===== config.mk =====
export PLATFORM = sky130hd
export DESIGN_NAME = sm_operand_pair
export DESIGN_NICKNAME = d
export VERILOG_FILES = /design/src/rtl/sm_operand_pair.sv
export SDC_FILE = /design/constraint.sdc
export NUM_CORES = 1
export LEC_CHECK = 0
export BUFFER_PORTS_ARGS = -buffer_cell sky130_fd_sc_hd__buf_2
export CAP_MARGIN = 20
export CORE_MARGIN = 1.5
export CORE_UTILIZATION = 53
export CTS_CLUSTER_SIZE = 10
export DETAILED_ROUTE_END_ITERATION = 8
export PLACE_DENSITY_LB_ADDON = 0.08
export SYNTH_ARGS = -nofsm -noshare
export SYNTH_HDL_FRONTEND = slang
export SYNTH_SLANG_ARGS = --single-unit

===== constraint.sdc =====
create_clock -name clk -period 3.2 [get_ports clk]
set_input_delay 0.48 -clock clk [delete_from_list [all_inputs] [get_ports clk]]
set_output_delay 0.48 -clock clk [all_outputs]
set_load 0.03 [all_outputs]

===== src/rtl/sm_operand_pair.sv =====
// sm_operand_pair: converts two's-complement words to sign-magnitude and presents consecutive words as an (A, B) pair
module sm_operand_pair #(
    parameter int N = 8
) (
    input  logic         clk,
    input  logic         rst_n,
    input  logic         i_flush,
    input  logic [N-1:0] i_in_data,
    input  logic         i_in_valid,
    output logic         o_in_ready,
    output logic [N-1:0] o_op_a,
    output logic [N-1:0] o_op_b,
    output logic         o_ovf_a,
    output logic         o_ovf_b,
    output logic         o_out_valid,
    input  logic         i_out_ready
);
    typedef enum logic [1:0] {S_A, S_B, S_OUT} state_t;
    state_t       r_state, w_next;
    logic [N-1:0] r_op_a, r_op_b, w_conv;
    logic [N-2:0] w_mag;
    logic         r_ovf_a, r_ovf_b, r_out_valid;
    logic         w_acc_in, w_acc_out, w_load_a, w_load_b, w_ovf;

    assign w_mag      = ~i_in_data[N-2:0] + (N-1)'(1);
    assign w_ovf      = i_in_data == {1'b1, {(N-1){1'b0}}};
    assign w_conv     = !i_in_data[N-1] ? i_in_data : w_ovf ? '1 : {1'b1, w_mag};
    assign o_in_ready = (r_state != S_OUT) | i_out_ready;
    assign w_acc_in   = i_in_valid & o_in_ready;
    assign w_acc_out  = r_out_valid & i_out_ready;
    assign o_op_a      = r_op_a;
    assign o_op_b      = r_op_b;
    assign o_ovf_a     = r_ovf_a;
    assign o_ovf_b     = r_ovf_b;
    assign o_out_valid = r_out_valid;

    // next state and operand load enables; flush wins over any handshake
    always_comb begin
        w_next   = r_state;
        w_load_a = 1'b0;
        w_load_b = 1'b0;
        case (r_state)
            S_A: begin
                w_load_a = w_acc_in;
                w_next   = w_acc_in ? S_B : S_A;
            end
            S_B: begin
                w_load_b = w_acc_in;
                w_next   = w_acc_in ? S_OUT : S_B;
            end
            S_OUT: begin
                w_load_a = w_acc_in;
                w_next   = !w_acc_out ? S_OUT : w_acc_in ? S_B : S_A;
            end
            default: w_next = S_A;
        endcase
        if (i_flush) begin
            w_next   = S_A;
            w_load_a = 1'b0;
            w_load_b = 1'b0;
        end
    end

    // state, pair registers and registered out_valid
    always_ff @(posedge clk or negedge rst_n) begin
        if (!rst_n) begin
            r_state     <= S_A;
            r_op_a      <= '0;
            r_op_b      <= '0;
            r_ovf_a     <= 1'b0;
            r_ovf_b     <= 1'b0;
            r_out_valid <= 1'b0;
        end else begin
            r_state     <= w_next;
            r_out_valid <= w_next == S_OUT;
            if (w_load_a) begin
                r_op_a  <= w_conv;
                r_ovf_a <= w_ovf;
            end
            if (w_load_b) begin
                r_op_b  <= w_conv;
                r_ovf_b <= w_ovf;
            end
        end
    end
endmodule


==> impl_metrics.env, run 1 <==
export IMPL_core_area_um2=1942
export IMPL_slew_headroom=0.6970
export IMPL_p_leak_nw=0.5696
export IMPL_fin_crit_ns=1.918
export IMPL_cp_required_ns=2.72
export IMPL_grt_usage=0.1951
export IMPL_grt_overflow=0
export IMPL_multi_input_area_um2=500.5
export IMPL_htree_levels=1
export IMPL_skew_ns=0.003120
export IMPL_setup_viol=0
export IMPL_fin_total_pwr_uw=763.7
export IMPL_critical_path_class="reg2out"
export IMPL_max_vdd_ir_drop_v=0.0003895
export IMPL_grt_pass1_vias=716
export IMPL_initial_core_util=0.5599
export IMPL_synth_area_leaders="dfrtp_1 (48%), a21oi_1 (7.4%), a31oi_1 (3.5%)"
export IMPL_nFillCells=178
export IMPL_avgSynthCellArea_um2=10.66
export IMPL_rsz0062_at_grt="false"
export IMPL_synth_net_count=116
export IMPL_routedWlPerCell_um=12.96
export IMPL_cts_resized=0
export IMPL_syn2layout_area_growth_pct=17.03
export IMPL_syn_inst=102
export IMPL_numCtsBuffers=3
export IMPL_yosysWarningCount=0
export IMPL_async_flop_share=1.000
export IMPL_power_density_nw_per_um2=600.2
export IMPL_clock_latency_ns=0.30
export IMPL_layout_nets=149
export IMPL_finalWeightedCongestion=0.7145
export IMPL_drive_gt1_frac=0.3134
export IMPL_dp_cells=157
export IMPL_io_buffers=32
export IMPL_cts_root_buffer="clkbuf_4"
export IMPL_grt_max_degree=22
export IMPL_crit_fanout=9
export IMPL_chipWidth_um=48.30
export IMPL_slew_viol_final=0
export IMPL_antennaDiodeCount=0
export IMPL_cap_violations=0
export IMPL_register_area_um2=525.5
export IMPL_syn_cell_area_um2=1087
export IMPL_io_pins=33
export IMPL_cts_tree="yes"
export IMPL_synth_edf_count=0
export IMPL_status="finished clean"
export IMPL_synth_ff_latch_count=21
export IMPL_worst_pin_slew_ns=0.4545
export IMPL_clk_path_buf_depth=2
export IMPL_crit_arrival_ns=1.44
export IMPL_rows=16
export IMPL_drt_total_wl_um=2087
export IMPL_grt_pass1_wl_um=3084
export IMPL_die_area_um2=2332
export IMPL_ant_nets=0
export IMPL_fin_crit_sh=0.5993
export IMPL_synth_cell_types=36
export IMPL_dr_pass1_iters=4
export IMPL_cts_hold_fix_buffers=0
export IMPL_drc_errors=0
export IMPL_viasPerCell=5.398
export IMPL_hpwlAfterDp_um=1581
export IMPL_yosys_top_cells_count="dfrtp_1 (21), a21oi_1 (16), nor2_1 (9), a31oi_1 (6), nor2b_1 (6)"
export IMPL_hp_class="in2async"
export IMPL_synth_most_common_cell="dfrtp_1"
export IMPL_drt_first_iter_violations=18
export IMPL_synth_top_area_frac=0.4833
export IMPL_cts_sinks=21
export IMPL_synth_ff_type="dfrtp_1"
export IMPL_startpoint_type="flop"
export IMPL_die_h_um=48.30
export IMPL_hold_viol=0
export IMPL_antenna_found_initial=0
export IMPL_stdcell_count=161
export IMPL_cp_end_kind="primary output"
export IMPL_vias=869
export IMPL_path_clk_slew_ns=0.11
export IMPL_ys_seq_area_frac=0.4833
export IMPL_cts_setup_buffers=0
export IMPL_synth_top_cell_by_area="dfrtp_1"
export IMPL_fmax_mhz=521.4
export IMPL_tns_ns=0
-- through the flow --
| step | hold WS [ns] | area, µm² | setup slack [ns] | utilization |
|---|---|---|---|---|
| 2_1_floorplan | 0.1844 | 1087 | 1.617 | - |
| 3_3_place_gp | 0.4490 | 1246 | 1.382 | 0.6418 |
| 3_5_place_dp | 0.4573 | 1246 | 1.362 | 0.6418 |
| 4_1_cts | 0.1252 | 1272 | 1.268 | 0.6553 |
| 5_1_grt | 0.1323 | 1272 | 1.161 | 0.6553 |
| 6_report | 0.1123 | 1272 | 1.282 | 0.6553 |
-- cells in the final DEF (no fill, tap or decap), types with 2 or more instances in the layout --
cell type and n:
mux2i_1 2, inv_1 5, clkbuf_4 3, nand2b_1 3, o31ai_1 2, a21oi_1 16, buf_2 32, nor2_1 9
a31oi_1 6, a41oi_1 3, xor2_1 2, nor2b_1 6, dfrtp_1 21
-- flip-flops by register name, summed over array words and instances, names as in the netlist --
signal	count
r_state	2
o_op_b	8
o_ovf_a	1
o_out_valid	1
o_ovf_b	1
o_op_a	8
-- kinds of logic after synthesis --
logic type,after synthesis,synth area share
AOI/OAI and AO/OA,32,0.1807
and+or+nand+nor,31,0.1956
DFF,21,0.4833
adders and majority gates,1,0.01151
xor gates and xnor gates,3,0.02417
muxes,4,0.04257
buffers and inverters,10,0.06215
-- area by class of cell --
class	count	share of cell area
Clock buffer	4	0.02065
Inverter	5	0.01475
Multi-Input combinational cell	71	0.3933
Sequential cell	21	0.4130
Tap cell	27	0.02655
Timing Repair Buffer	33	0.1318
-- path summary, 6_finish.rpt --
kind                       startpoint           to  slack [ns]  cells after the start
max                        r_state[1]   o_in_ready        1.28                      3
min                             rst_n    o_op_a[7]        0.11                      1
max reg2reg                r_state[0]    o_op_a[7]        1.66                      3
min reg2reg                 o_op_b[7]    o_op_b[7]        0.50                      1
max in group asynchronous       rst_n    o_op_a[5]        2.77                      1
min in group clk              i_flush  o_out_valid        0.43                      2
-- power by group --
part           switching [mW]  internal (mW)  total [mW]  leakage, nW
Clock                  0.0741         0.0485       0.123       0.0150
Combinational           0.196         0.0940       0.290        0.307
Sequential             0.0292          0.322       0.351        0.247
-- worst max-delay path, stage by stage (launching register included) --
cell      delay (ns)
dfrtp_1         0.42
nand2b_1        0.22
or2_2           0.33
buf_2           0.18
-- metal layers --
layer | wire length [µm] | vias up | GRT usage
met2 | 962 | 23 | 0.2868
met1 | 995 | 408 | 0.2693
met3 | 81 | 7 | 0.04444
li1 | - | 431 | -
met4 | 47 | 0 | 0.09730
met5 | 0 | - | 0
Note: power is estimated with default switching activity, not from simulation.
==> inputs of run 2 (changes only) <==
--- a/config.mk
+++ b/config.mk
@@ -8,7 +8,7 @@
 export BUFFER_PORTS_ARGS = -buffer_cell sky130_fd_sc_hd__buf_2
 export CAP_MARGIN = 20
 export CORE_MARGIN = 1.5
-export CORE_UTILIZATION = 53
+export CORE_UTILIZATION = 50
 export CTS_CLUSTER_SIZE = 10
 export DETAILED_ROUTE_END_ITERATION = 8
 export PLACE_DENSITY_LB_ADDON = 0.08
==> constraint.sdc (replaced) <==
create_clock -name clk -period 1.8 [get_ports clk]
set_input_delay 0.27 -clock clk [delete_from_list [all_inputs] [get_ports clk]]
set_output_delay 0.27 -clock clk [all_outputs]
set_load 0.03 [all_outputs]
==> run 2 against run 1 <==
  * Non-clock buffer count is 3 higher
  * Design area is 2.3% higher
  * Worst setup slack got worse by 1.1 ns
  * Combinational power increased by 82%
  * Critical path depth is the same
  * Via count is 6.4% higher
  * Utilization down 0.53 points
  * Flip-flop and latch count stayed put
  * Sequential share of layout area is 0.91 points lower
  * First-iteration DRC count shrank 39%
  * Critical endpoint unchanged
==> impl_metrics.env, run 2 (synthesis gave the netlist of run 1 again) <==
export IMPL_tns_ns=0
export IMPL_initial_core_util=0.5431
export IMPL_min_delay_worst_endpoint="o_out_valid"
export IMPL_routedWlPerCell_um=13.77
export IMPL_skew_ns=0.005467
export IMPL_cts_sinks=21
export IMPL_syn2layout_area_growth_pct=19.68
export IMPL_drt_first_iter_violations=11
export IMPL_p_leak_nw=0.5877
export IMPL_nFillCells=178
export IMPL_whs_path_depth=2
export IMPL_fmax_mhz=612.4
export IMPL_power_density_nw_per_um2=1056
export IMPL_core_area_um2=2002
export IMPL_hp_class="in2reg"
export IMPL_clk_path_buf_depth=2
export IMPL_numCtsBuffers=3
export IMPL_fin_crit_sh=0.9072
export IMPL_crit_fanout=9
export IMPL_chipWidth_um=49.63
export IMPL_drc_errors=0
export IMPL_finalWeightedCongestion=0.7605
export IMPL_mostFrequentLayoutCells="buf_2 (32), dfrtp_1 (21), a21oi_1 (16), nor2_1 (9)"
export IMPL_hpwlAfterDp_um=1741
export IMPL_fin_total_pwr_mw=1.374
export IMPL_ant_nets=0
export IMPL_layout_commonest_cell="buf_2"
export IMPL_grt_usage=0.1966
export IMPL_critical_path_class="reg2out"
export IMPL_dp_cells=159
export IMPL_crit_family="simple AND/OR/NAND/NOR gates"
export IMPL_grt_max_degree=22
export IMPL_stdcell_count=164
export IMPL_cp_required_ns=1.53
export IMPL_grt_overflow=0
export IMPL_cts_root_buffer="clkbuf_4"
export IMPL_die_h_um=49.63
export IMPL_status="finished clean"
export IMPL_cap_violations=0
export IMPL_worstHoldStart="i_flush"
export IMPL_drt_total_wl_um=2258
export IMPL_worst_r2r_endpoint="o_op_b[5]"
export IMPL_rows=16
export IMPL_grt_pass1_vias=838
export IMPL_path_cells="nand2b_2 -> or2_2 -> buf_2"
export IMPL_crit_arrival_ns=1.36
export IMPL_critPathBufInv=1
export IMPL_hold_viol=0
export IMPL_antennaDiodeCount=0
export IMPL_setup_viol=0
export IMPL_rsz0062_at_grt="false"
export IMPL_drive_gt1_frac=0.3358
export IMPL_clock_latency_ns=0.30
export IMPL_layout_nets=152
export IMPL_io_pins=33
export IMPL_worst_pin_slew_ns=0.4559
export IMPL_r2r_start="r_state[1]"
export IMPL_cts_setup_buffers=0
export IMPL_io_buffers=32
export IMPL_viasPerCell=5.640
export IMPL_grt_pass1_wl_um=3684
export IMPL_startpoint_type="flop"
export IMPL_max_vdd_ir_drop_v=0.0005051
export IMPL_htree_levels=1
export IMPL_slew_headroom=0.6960
export IMPL_reg2reg_slack_ns=0.40
export IMPL_path_clk_slew_ns=0.11
export IMPL_fin_crit_ns=1.633
export IMPL_dr_pass1_iters=4
export IMPL_slew_viol_final=0
export IMPL_cp_end_kind="primary output"
export IMPL_cp_slowest_stage_delay_ns=0.43
export IMPL_die_area_um2=2463
export IMPL_cts_tree="yes"
export IMPL_rr_worst_depth=4
export IMPL_whs_ns=0.2090
export IMPL_vias=925
export IMPL_crit_slowest_cell="dfrtp_1"
export IMPL_antenna_found_initial=0
run 2: worst max path at each step:
stage                            start         end  slack [ns]  depth (start not counted)
after floorplan             r_state[0]   o_op_a[7]        0.36                          4
after CTS                   r_state[1]  o_in_ready        0.07                          3
after global routing        r_state[1]  o_in_ready        0.08                          3
final                       r_state[1]  o_in_ready        0.17                          3
after global placement    i_in_data[0]   o_op_b[4]        0.23                          6
after detailed placement  i_in_data[0]   o_op_b[1]        0.19                          6
run 2: cell type report:
| class | count | area, µm² | area share |
|---|---|---|---|
| Sequential cell | 21 | 525.5 | 0.4038 |
| Multi-Input combinational cell | 71 | 503.0 | 0.3865 |
| Timing Repair Buffer | 36 | 192.7 | 0.1481 |
| Tap cell | 27 | 33.78 | 0.02596 |
| Clock buffer | 3 | 22.52 | 0.01731 |
| Inverter | 5 | 18.77 | 0.01442 |
| Clock inverter | 1 | 5.005 | 0.003846 |
run 2: repair_timing:
item	4_1_cts	5_1_grt
gates resized for setup	0	1
endpoints found under the hold margin	21	0
hold buffers	1	0
setup endpoints to repair	0	1
run 2: worst reg2reg max path, delay by kind of cell, from the launching register on:
kind / cells / cell delay [ns]
AO/OA/AOI/OAI: 1 / 0.15
buffers and inverters: 1 / 0.23
flip-flops: 1 / 0.44
AND/OR/NAND/NOR: 2 / 0.50
run 2: stage by stage:
| stage | utilization | setup slack, ns | area (µm²) |
|---|---|---|---|
| 3_3_place_gp | 0.6300 | 0.2254 | 1261 |
| 6_report | 0.6500 | 0.1671 | 1301 |
| 3_5_place_dp | 0.6300 | 0.1939 | 1261 |
| 2_1_floorplan | - | 0.3595 | 1087 |
| 5_1_grt | 0.6500 | 0.07656 | 1301 |
| 4_1_cts | 0.6488 | 0.06893 | 1299 |
run 2: power by group:
part / switching, mW / total [mW] / leakage [nW] / internal (mW)
clock: 0.137 / 0.220 / 0.0177 / 0.0829
combinational: 0.355 / 0.527 / 0.323 / 0.171
sequential: 0.0545 / 0.627 / 0.247 / 0.572
run 2: routing by layer:
layer	routed length, µm	track usage	vias to the layer above
met1	1043	0.2704	447
met3	103	0.02121	5
met5	0	0	-
met4	46	0.1019	0
met2	1064	0.3067	34
li1	-	-	439
